--- src/rtl/otus_hist_scan.sv ---
`default_nettype none
// ============================================================================
// Module   : otus_hist_scan
// Brief    : Sweeps all 128 thresholds of an accumulated gray histogram and
//            feeds cumulative counts / gray-weighted sums on both sides of
//            each threshold to the Otsu DSP stage at a fixed 128-cycle period.
//            Clears every histogram bin as it goes and closes the sweep
//            with a single finish_clear pulse.
// Revision : 1.0 - initial release
// ============================================================================
module otus_hist_scan #(
    parameter int BIN_W  = 20,
    parameter int GA_W   = 23,
    parameter int PERIOD = 128
) (
    input  logic             clock,
    input  logic             rst,
    input  logic             start,
    output logic             busy,
    output logic [6:0]       ram_rd_addr,
    input  logic [BIN_W-1:0] ram_rd_data,
    output logic             ram_wr_en,
    output logic [6:0]       ram_wr_addr,
    output logic [BIN_W-1:0] ram_wr_data,
    output logic             dsp_vld,
    output logic [BIN_W-1:0] N1_u20,
    output logic [BIN_W-1:0] N2_u20,
    output logic [GA_W-1:0]  GrayAll1,
    output logic [GA_W-1:0]  GrayAll2,
    output logic             finish_clear
);

    // Sweep phases: total accumulation, per-threshold emission, tail delay.
    localparam logic [1:0] c_S_IDLE  = 2'd0;
    localparam logic [1:0] c_S_TOTAL = 2'd1;
    localparam logic [1:0] c_S_EMIT  = 2'd2;
    localparam logic [1:0] c_S_TAIL  = 2'd3;

    // Last cycle index inside one emission window (window length = PERIOD).
    localparam logic [6:0] c_LAST_CYC = 7'(PERIOD - 1);
    localparam logic [6:0] c_LAST_BIN = 7'd127;

    logic [1:0]       r_state;
    logic [7:0]       r_cnt;        // TOTAL: cycle index 0..128, TAIL: 0..1
    logic [6:0]       r_win;        // threshold T under emission
    logic [6:0]       r_cyc;        // cycle index inside the current window
    logic [BIN_W-1:0] r_h;          // bin value captured for the current window
    logic [BIN_W-1:0] r_ntot;
    logic [GA_W-1:0]  r_gatot;
    logic [BIN_W-1:0] r_n1;
    logic [GA_W-1:0]  r_ga1;

    logic             r_busy;
    logic [6:0]       r_rd_addr;
    logic             r_wr_en;
    logic [6:0]       r_wr_addr;
    logic             r_dsp_vld;
    logic [BIN_W-1:0] r_n1_out;
    logic [BIN_W-1:0] r_n2_out;
    logic [GA_W-1:0]  r_ga1_out;
    logic [GA_W-1:0]  r_ga2_out;
    logic             r_finish;

    logic [6:0]       w_tot_idx;
    logic [BIN_W-1:0] w_mul_a;
    logic [6:0]       w_mul_b;
    logic [GA_W-1:0]  w_prod;
    logic [BIN_W-1:0] w_n1_next;
    logic [GA_W-1:0]  w_ga1_next;

    // Data returned during TOTAL belongs to the address issued one cycle
    // earlier, so the gray weight is the cycle index minus one.
    assign w_tot_idx = r_cnt[6:0] - 7'd1;

    // One bin*gray multiplier shared by the TOTAL and EMIT phases; the full
    // BIN_W+7 product is formed before truncation to GA_W.
    assign w_mul_a    = (r_state == c_S_TOTAL) ? ram_rd_data : r_h;
    assign w_mul_b    = (r_state == c_S_TOTAL) ? w_tot_idx   : r_win;
    assign w_prod     = GA_W'({{7{1'b0}}, w_mul_a} * {{BIN_W{1'b0}}, w_mul_b});
    assign w_n1_next  = r_n1 + r_h;
    assign w_ga1_next = r_ga1 + w_prod;

    // Sweep sequencer: totals, per-window emission/clear, and finish timing.
    always_ff @(posedge clock) begin
        if (rst) begin
            r_state   <= c_S_IDLE;
            r_cnt     <= '0;
            r_win     <= '0;
            r_cyc     <= '0;
            r_h       <= '0;
            r_ntot    <= '0;
            r_gatot   <= '0;
            r_n1      <= '0;
            r_ga1     <= '0;
            r_busy    <= 1'b0;
            r_rd_addr <= '0;
            r_wr_en   <= 1'b0;
            r_wr_addr <= '0;
            r_dsp_vld <= 1'b0;
            r_n1_out  <= '0;
            r_n2_out  <= '0;
            r_ga1_out <= '0;
            r_ga2_out <= '0;
            r_finish  <= 1'b0;
        end else begin
            r_dsp_vld <= 1'b0;
            r_wr_en   <= 1'b0;
            r_finish  <= 1'b0;
            case (r_state)
                c_S_IDLE: begin
                    if (start) begin
                        r_state   <= c_S_TOTAL;
                        r_busy    <= 1'b1;
                        r_rd_addr <= '0;
                        r_cnt     <= '0;
                        r_ntot    <= '0;
                        r_gatot   <= '0;
                    end
                end
                c_S_TOTAL: begin
                    r_cnt <= r_cnt + 8'd1;
                    if (r_cnt < 8'd127) begin
                        r_rd_addr <= r_rd_addr + 7'd1;
                    end
                    if (r_cnt != 8'd0) begin
                        r_ntot  <= r_ntot + ram_rd_data;
                        r_gatot <= r_gatot + w_prod;
                    end
                    if (r_cnt == 8'd128) begin
                        r_state   <= c_S_EMIT;
                        r_win     <= '0;
                        r_cyc     <= '0;
                        r_rd_addr <= '0;
                        r_n1      <= '0;
                        r_ga1     <= '0;
                    end
                end
                c_S_EMIT: begin
                    r_cyc <= r_cyc + 7'd1;
                    if (r_cyc == 7'd1) begin
                        r_h <= ram_rd_data;
                    end
                    if (r_cyc == 7'd2) begin
                        r_n1      <= w_n1_next;
                        r_ga1     <= w_ga1_next;
                        r_n1_out  <= w_n1_next;
                        r_n2_out  <= r_ntot - w_n1_next;
                        r_ga1_out <= w_ga1_next;
                        r_ga2_out <= r_gatot - w_ga1_next;
                        r_dsp_vld <= 1'b1;
                        r_wr_en   <= 1'b1;
                        r_wr_addr <= r_win;
                    end
                    if (r_cyc == c_LAST_CYC) begin
                        if (r_win == c_LAST_BIN) begin
                            r_state <= c_S_TAIL;
                            r_cnt   <= '0;
                        end else begin
                            r_win     <= r_win + 7'd1;
                            r_rd_addr <= r_win + 7'd1;
                        end
                    end
                end
                c_S_TAIL: begin
                    // Two-cycle tail lands finish_clear on the DSP's
                    // final-window cycle 125; busy falls right after it.
                    r_cnt <= r_cnt + 8'd1;
                    if (r_cnt == 8'd0) begin
                        r_finish <= 1'b1;
                    end else begin
                        r_busy  <= 1'b0;
                        r_state <= c_S_IDLE;
                    end
                end
                default: begin
                    r_state <= c_S_IDLE;
                end
            endcase
        end
    end

    assign busy         = r_busy;
    assign ram_rd_addr  = r_rd_addr;
    assign ram_wr_en    = r_wr_en;
    assign ram_wr_addr  = r_wr_addr;
    assign ram_wr_data  = '0;
    assign dsp_vld      = r_dsp_vld;
    assign N1_u20       = r_n1_out;
    assign N2_u20       = r_n2_out;
    assign GrayAll1     = r_ga1_out;
    assign GrayAll2     = r_ga2_out;
    assign finish_clear = r_finish;

endmodule
`default_nettype wire

--- config.mk ---
export PLATFORM = sky130hd
export DESIGN_NAME = otus_hist_scan
export DESIGN_NICKNAME = d
export VERILOG_FILES = /design/src/rtl/otus_hist_scan.sv
export SDC_FILE = /design/constraint.sdc
export NUM_CORES = 1
export LEC_CHECK = 0
export CAP_MARGIN = 30
export CORE_MARGIN = 1.5
export CORE_UTILIZATION = 65
export DETAILED_ROUTE_END_ITERATION = 12
export GPL_TIMING_DRIVEN = 0
export PLACE_DENSITY = 0.92
export SLEW_MARGIN = 0
export SYNTH_ARGS = -nofsm -noshare
export SYNTH_HDL_FRONTEND = slang
export SYNTH_SLANG_ARGS = --single-unit
--- constraint.sdc ---
create_clock -name clock -period 23.7 [get_ports clock]
set_input_delay 4.74 -clock clock [delete_from_list [all_inputs] [get_ports clock]]
set_output_delay 4.74 -clock clock [all_outputs]
set_load 0.02 [all_outputs]
==> results of run 1 <==
-- report_power, final --
| group | switching [mW] | internal (mW) | leakage, nW |
|---|---|---|---|
| clock | 0.184 | 0.231 | 0.417 |
| sequential | 0.0112 | 0.401 | 1.88 |
| combinational | 0.848 | 0.487 | 6.69 |
-- cell type report --
class | count | area, um2 | share of cell area (%)
tap | 384 | 480 | 2.22
sequential | 233 | 4660 | 21.6
clock inverter | 18 | 173 | 0.798
clock buffer | 30 | 686 | 3.17
buffer | 108 | 547 | 2.53
multi-input combinational | 1856 | 13100 | 60.7
inverter | 185 | 696 | 3.22
timing repair buffer | 126 | 1260 | 5.82
-- placed cells by master (no fill, tap or decap), types with 16 or more instances in the layout --
master	synthesis	final
clkdlybuf4s50_1	0	125
clkbuf_16	0	26
xor2_1	36	36
a22oi_1	69	69
nor2_1	333	333
o21a_1	16	16
clkbuf_1	71	73
buf_4	21	21
xnor2_1	105	105
ha_1	166	166
nand2b_1	25	25
inv_1	182	182
a21o_1	33	33
nand3_1	47	47
nand2_1	273	273
and3_1	22	22
a21oi_1	196	196
fa_1	90	90
a211oi_1	30	30
nor3_1	53	53
dfxtp_1	233	233
mux2i_1	19	19
conb_1	1	20
or3_1	18	18
o21ai_0	57	57
-- worst reg2reg max path: cells and delay by family (launching register included) --
| kind | cells | cell delay (ns) |
|---|---|---|
| adders and majority gates | 8 | 3.35 |
| and+or+nand+nor | 13 | 1.88 |
| DFF | 1 | 0.34 |
| xor gates and xnor gates | 2 | 0.45 |
| buffers and inverters | 11 | 2.30 |
| AOI/OAI and AO/OA | 10 | 2.62 |
-- state kept, by name, summed over array words and instances, names as in the netlist, 8 cells and up --
register  flops
GrayAll1     23
GrayAll2     23
N1_u20       20
N2_u20       20
r_cnt         8
r_ga1        23
r_gatot      23
r_h          20
r_n1         20
r_ntot       20
-- kinds of logic after synthesis --
logic type | share of synthesized area, %
AO/OA/AOI/OAI | 19.3
adder cells (fa/ha/maj) | 20.7
AND/OR/NAND/NOR | 20.0
buffers and inverters | 6.55
other | 0.0198
flip-flops | 24.6
multiplexers | 1.48
XOR/XNOR | 7.35
-- worst paths after layout --
path,depth (start not counted),slack (ns),endpoint,startpoint
max,38,9.94,GrayAll2[22]$_SDFFE_PP0P_,ram_rd_data[5]
min,2,0.45,N2_u20[12]$_SDFFE_PP0P_,N2_u20[12]$_SDFFE_PP0P_
max reg2reg,44,12.66,GrayAll2[22]$_SDFFE_PP0P_,r_state[1]$_SDFFE_PP0P_
min reg2reg,2,0.45,N2_u20[12]$_SDFFE_PP0P_,N2_u20[12]$_SDFFE_PP0P_
-- per-layer routing --
layer	vias to the layer above	routed length, um
met3	260	6330
met4	0	3960
met1	8659	22900
met5	-	0
met2	1092	26800
li1	8444	-
-- through the flow --
step                hold WS (ns)  power [mW]
floorplan                  0.451        1.38
global placement           0.438        1.67
detailed placement         0.445        1.70
CTS                        0.452        2.12
global route               0.473        2.29
finish                     0.449        2.16
==> out/qor.yml, run 1 <==
die_x_um: 174
die_h_um: 174
antennaDiodeCount: 0
grt_max_degree: 15
initial_core_util_pct: 66.1
postSynthCellCount: 2363
rsz0062_at_grt: "false"
drcViolationCount: 0
num_vias: 18455
drive_gt1_share_pct: 5.52
met3_usage_pct: 8.18
grt-busiest-layer: "met2"
pre_cts_ws_ns: 9.54
synthMostInstantiatedCell: "nor2_1"
area_growth_pct: 14.1
cts_hold_buf: 0
cp-end-kind: "flip-flop"
postRouteAntennaNets: 0
critPathLaunchType: "input pin"
hold_violations: 0
placed_cell_area_um2: 20800
outcome: "finished clean"
cts_sinks: 233
post_cts_resized: 0
wl_per_cell_um: 20.4
cp_slowest_cell: "mux2i_1"
core_um2: 28700
synth_commonest_cells: "333 x nor2_1, 273 x nand2_1, 233 x dfxtp_1"
ir_drop_uv: 79.0
cts.path.max_buffers: 3
placementRows: 62
nets: 2815
crit_fanout: 7
worst_pin_slew_ns: 0.978
required_ns: 24.15
antenna_found_initial: 0
critPathArrivalTime_ns: 14.21
fin_crit_sh_pct: 58.0
grtUsageMet1_pct: 49.2
post_cts_buffers: 0
finalInstanceArea_um2: 21600
synth_largest_area_cell: "dfxtp_1"
pin_count: 147
drtIter0Drc: 2054
finalSetupTns_ns: 0
syn_area_um2: 19000
max_freq_mhz: 72.7
period_needed_ns: 13.76
first_pass_iters: 6
max_stage_delay_ns: 0.79
place_congestion: 1.01
clk_pin_slew_ns: 0.07
worstSetupPathType: "in2reg"
avgSynthCellArea_um2: 8.03
yosysSeqAreaShare_pct: 24.6
numCtsBuffers: 26
synth_top_area_share_pct: 24.6
stdcell_count: 2940
ys_ff_latch: 233
synthArstFlopShare_pct: 0
htree_levels: 1
clk_root_buffer_cell: "clkbuf_16"
yosys_most_used_dff: "dfxtp_1"
grt_pass1_vias: 18151
die_area_um2: 30200
finClkSkew_ns: 0.0236
setup_violations: 0
leakagePower_nw: 8.98
routed_wl_mm: 60.0
portBuffers: 125
cap_violations: 0
crit_buf_inv: 6
critPathTopFamily: "adder cells"
crit_top_cell: "inv_1"
n_fill_cell: 2113
cts_tree: "yes"
grt_overflow: 0
synth_cell_types: 101
via_per_inst: 6.28
dp.cells: 2891
synth_area_leaders: "dfxtp_1 25%, ha_1 11%, fa_1 9.5%"
clock_latency_ns: 0.57
slew_viol_final: 0
synth-edff-count: 0
power_density_nw_per_um2: 100
hpwl_mm: 46.9
setup_slack_ns: 9.94
grt_pass1_wl_mm: 94.5
use_met2_pct: 63.2
yosysWarnings: 0
relSlewSlack_pct: 32.9
hold_path.class: "reg2reg"
grt_util_all_layers_pct: 39.4
utilization_pct: 75.4
Power figures use the tool's default switching activity.
==> run 2, diff against run 1 <==
Settings changed: CORE_UTILIZATION 65 to 55, PLACE_DENSITY 0.92 to 0.83.
Clock period 23.7 ns to 11.9 ns, I/O delays scaled along.
==> out/qor.yml, run 2 (synthesized netlist as in run 1, its figures left out) <==
grt_max_degree: 14  # -1
slew_viol_final: 0  # unchanged
numCtsBuffers: 28  # +7.7%
die_x_um: 189  # +8.6%
initial_core_util_pct: 56.3  # -9.8 points
pin_count: 147  # unchanged
critPathLaunchType: "input pin"
drtIter0Drc: 1869  # -9.0%
die_h_um: 189  # +8.6%
grt_util_all_layers_pct: 33.0  # -6.4 points
max_stage_delay_ns: 0.78  # about the same
cts_sinks: 233  # unchanged
place_congestion: 0.988  # -2.2%
relSlewSlack_pct: 35.3  # +2.4 points
clk_pin_slew_ns: 0.06  # about the same
crit_buf_inv: 6  # unchanged
setup_violations: 0  # unchanged
ir_drop_uv: 132  # +67%
grt_pass1_wl_mm: 93.1  # -1.4%
mostFrequentLayoutCell: "nor2_1"
finalSetupTns_ns: 0  # unchanged
crit_top_cell: "inv_1"
met3_length_mm: 6.14  # -2.9%
post_cts_resized: 0  # unchanged
grt_overflow: 0  # unchanged
cp_slowest_cell: "mux2i_1"
num_vias: 18096  # -1.9%
leakagePower_nw: 9.02  # +0.39%
rsz0062_at_grt: "false"
wl_per_cell_um: 19.6  # -3.9%
required_ns: 12.34  # -11.81 ns
hold_violations: 0  # unchanged
worstSetupPathType: "in2reg"
first_pass_iters: 5  # -1
regArea_um2: 4660  # unchanged
clock_latency_ns: 0.56  # about the same
top_layer_used: "met4"
drcViolationCount: 0  # unchanged
clk_root_buffer_cell: "clkbuf_16"
core_um2: 33700  # +17%
htree_levels: 1  # unchanged
outcome: "finished clean"
finClkSkew_ns: 0.0165  # -0.00707 ns
cap_violations: 0  # unchanged
power_density_nw_per_um2: 199  # +99%
hpwl_mm: 46.5  # -0.78%
r2r-end: "GrayAll2[22]$_SDFFE_PP0P_"
ff2ff_path_depth: 43  # -2.3%
min-delay-start: "N2_u20[12]$_SDFFE_PP0P_"
wl_met2_mm: 26.4  # -1.4%
period_needed_ns: 11.32
worst_pin_slew_ns: 0.943  # -0.0349 ns
placementRows: 67  # +8.1%
final_cell_mix: "333 x nor2_1, 273 x nand2_1, 233 x dfxtp_1, 196 x a21oi_1, 182 x inv_1"
r2r_start: "r_state[1]$_SDFFE_PP0P_"
antenna_found_initial: 0  # unchanged
r2r_slack_ns: 0.85  # -11.81 ns
area_growth_pct: 14.8
postRouteAntennaNets: 0  # unchanged
cts.path.max_buffers: 3  # unchanged
cts_tree: "yes"
post_cts_buffers: 0  # unchanged
crit_fanout: 7  # unchanged
grt_pass1_vias: 17454  # -3.8%
n_fill_cell: 2857  # +35%
wl_met1_mm: 23.6  # +2.9%
nets: 2816  # +0.036%
portBuffers: 125  # unchanged
cts_hold_buf: 0  # unchanged
critPathArrivalTime_ns: 11.77  # -2.44 ns
die_area_um2: 35600  # +18%
hold_end: "N2_u20[12]$_SDFFE_PP0P_"
max_freq_mhz: 88.3
routed_wl_mm: 59.0  # -1.7%
via_per_inst: 6.02  # -4.1%
holdPathStages: 2  # unchanged
hold_path.class: "reg2reg"
fin_crit_sh_pct: 95.1
critPathTopFamily: "adder cells"
utilization_pct: 64.6  # -11 points
antennaDiodeCount: 0  # unchanged
cp-end-kind: "flip-flop"
drive_gt1_share_pct: 5.43  # -0.085 points
hold_ws_ns: 0.450  # +0.00157 ns
multiInputGateArea_um2: 13100  # unchanged
[run 2: through the flow]
step	area [um2]	cells	total power, mW	worst slack, ns
finish	21800	3007	4.33	0.579
global route	21800	3007	4.61	0.00365
CTS	21800	3007	4.28	0.737
detailed placement	20900	2955	3.39	0.211
global placement	20900	2955	3.33	0.352
floorplan	19000	2382	2.75	2.03
[run 2: where the power goes]
part | total (mW) | internal (mW) | switching, mW
sequential | 0.823 | 0.799 | 0.0235
combinational | 2.64 | 0.967 | 1.67
clock | 0.872 | 0.509 | 0.362
total | 4.33 | 2.28 | 2.06
[run 2: cell type report]
cell class,instances,share of cell area [%]
well taps,448,2.57
clock buffers,39,3.64
repair buffers,125,5.75
multi-input cells,1856,60.3
clock inverters,13,0.586
flip-flops and latches,233,21.4
inverters,185,3.20
plain buffers,108,2.51
[run 2: worst reg2reg max path: cells and delay by family, from the launching register on]
kind,cells,cell delay [ns]
AOI/OAI and AO/OA,9,2.52
xor gates and xnor gates,2,0.41
adders and majority gates,8,3.39
buffers and inverters,11,2.33
DFF,1,0.34
and+or+nand+nor,13,1.95
[run 2: per-layer routing]
layer | up-vias | global-route usage, %
li1 | 8443 | -
met1 | 8541 | 43.3
met2 | 927 | 53.8
met3 | 185 | 5.22
met4 | 0 | 14.7
met5 | - | 0
[run 2: how the worst max path moves through the flow]
stage                         from                   endpoint  slack [ns]  depth (start not counted)
floorplan           ram_rd_data[5]  GrayAll2[22]$_SDFFE_PP0P_        2.03                         36
detailed placement  ram_rd_data[5]  GrayAll2[22]$_SDFFE_PP0P_        0.21                         37
finish              ram_rd_data[5]  GrayAll2[22]$_SDFFE_PP0P_        0.58                         37
global placement    ram_rd_data[5]  GrayAll2[22]$_SDFFE_PP0P_        0.35                         37
global route        ram_rd_data[5]  GrayAll2[22]$_SDFFE_PP0P_       0.004                         38
CTS                 ram_rd_data[5]  GrayAll2[22]$_SDFFE_PP0P_        0.74                         37
==> run 3, diff against run 2 <==
Settings changed: SKIP_LAST_GASP set to 1.
==> results of run 3 <==
Final layout, timing and power as in run 2 (identical DEF).
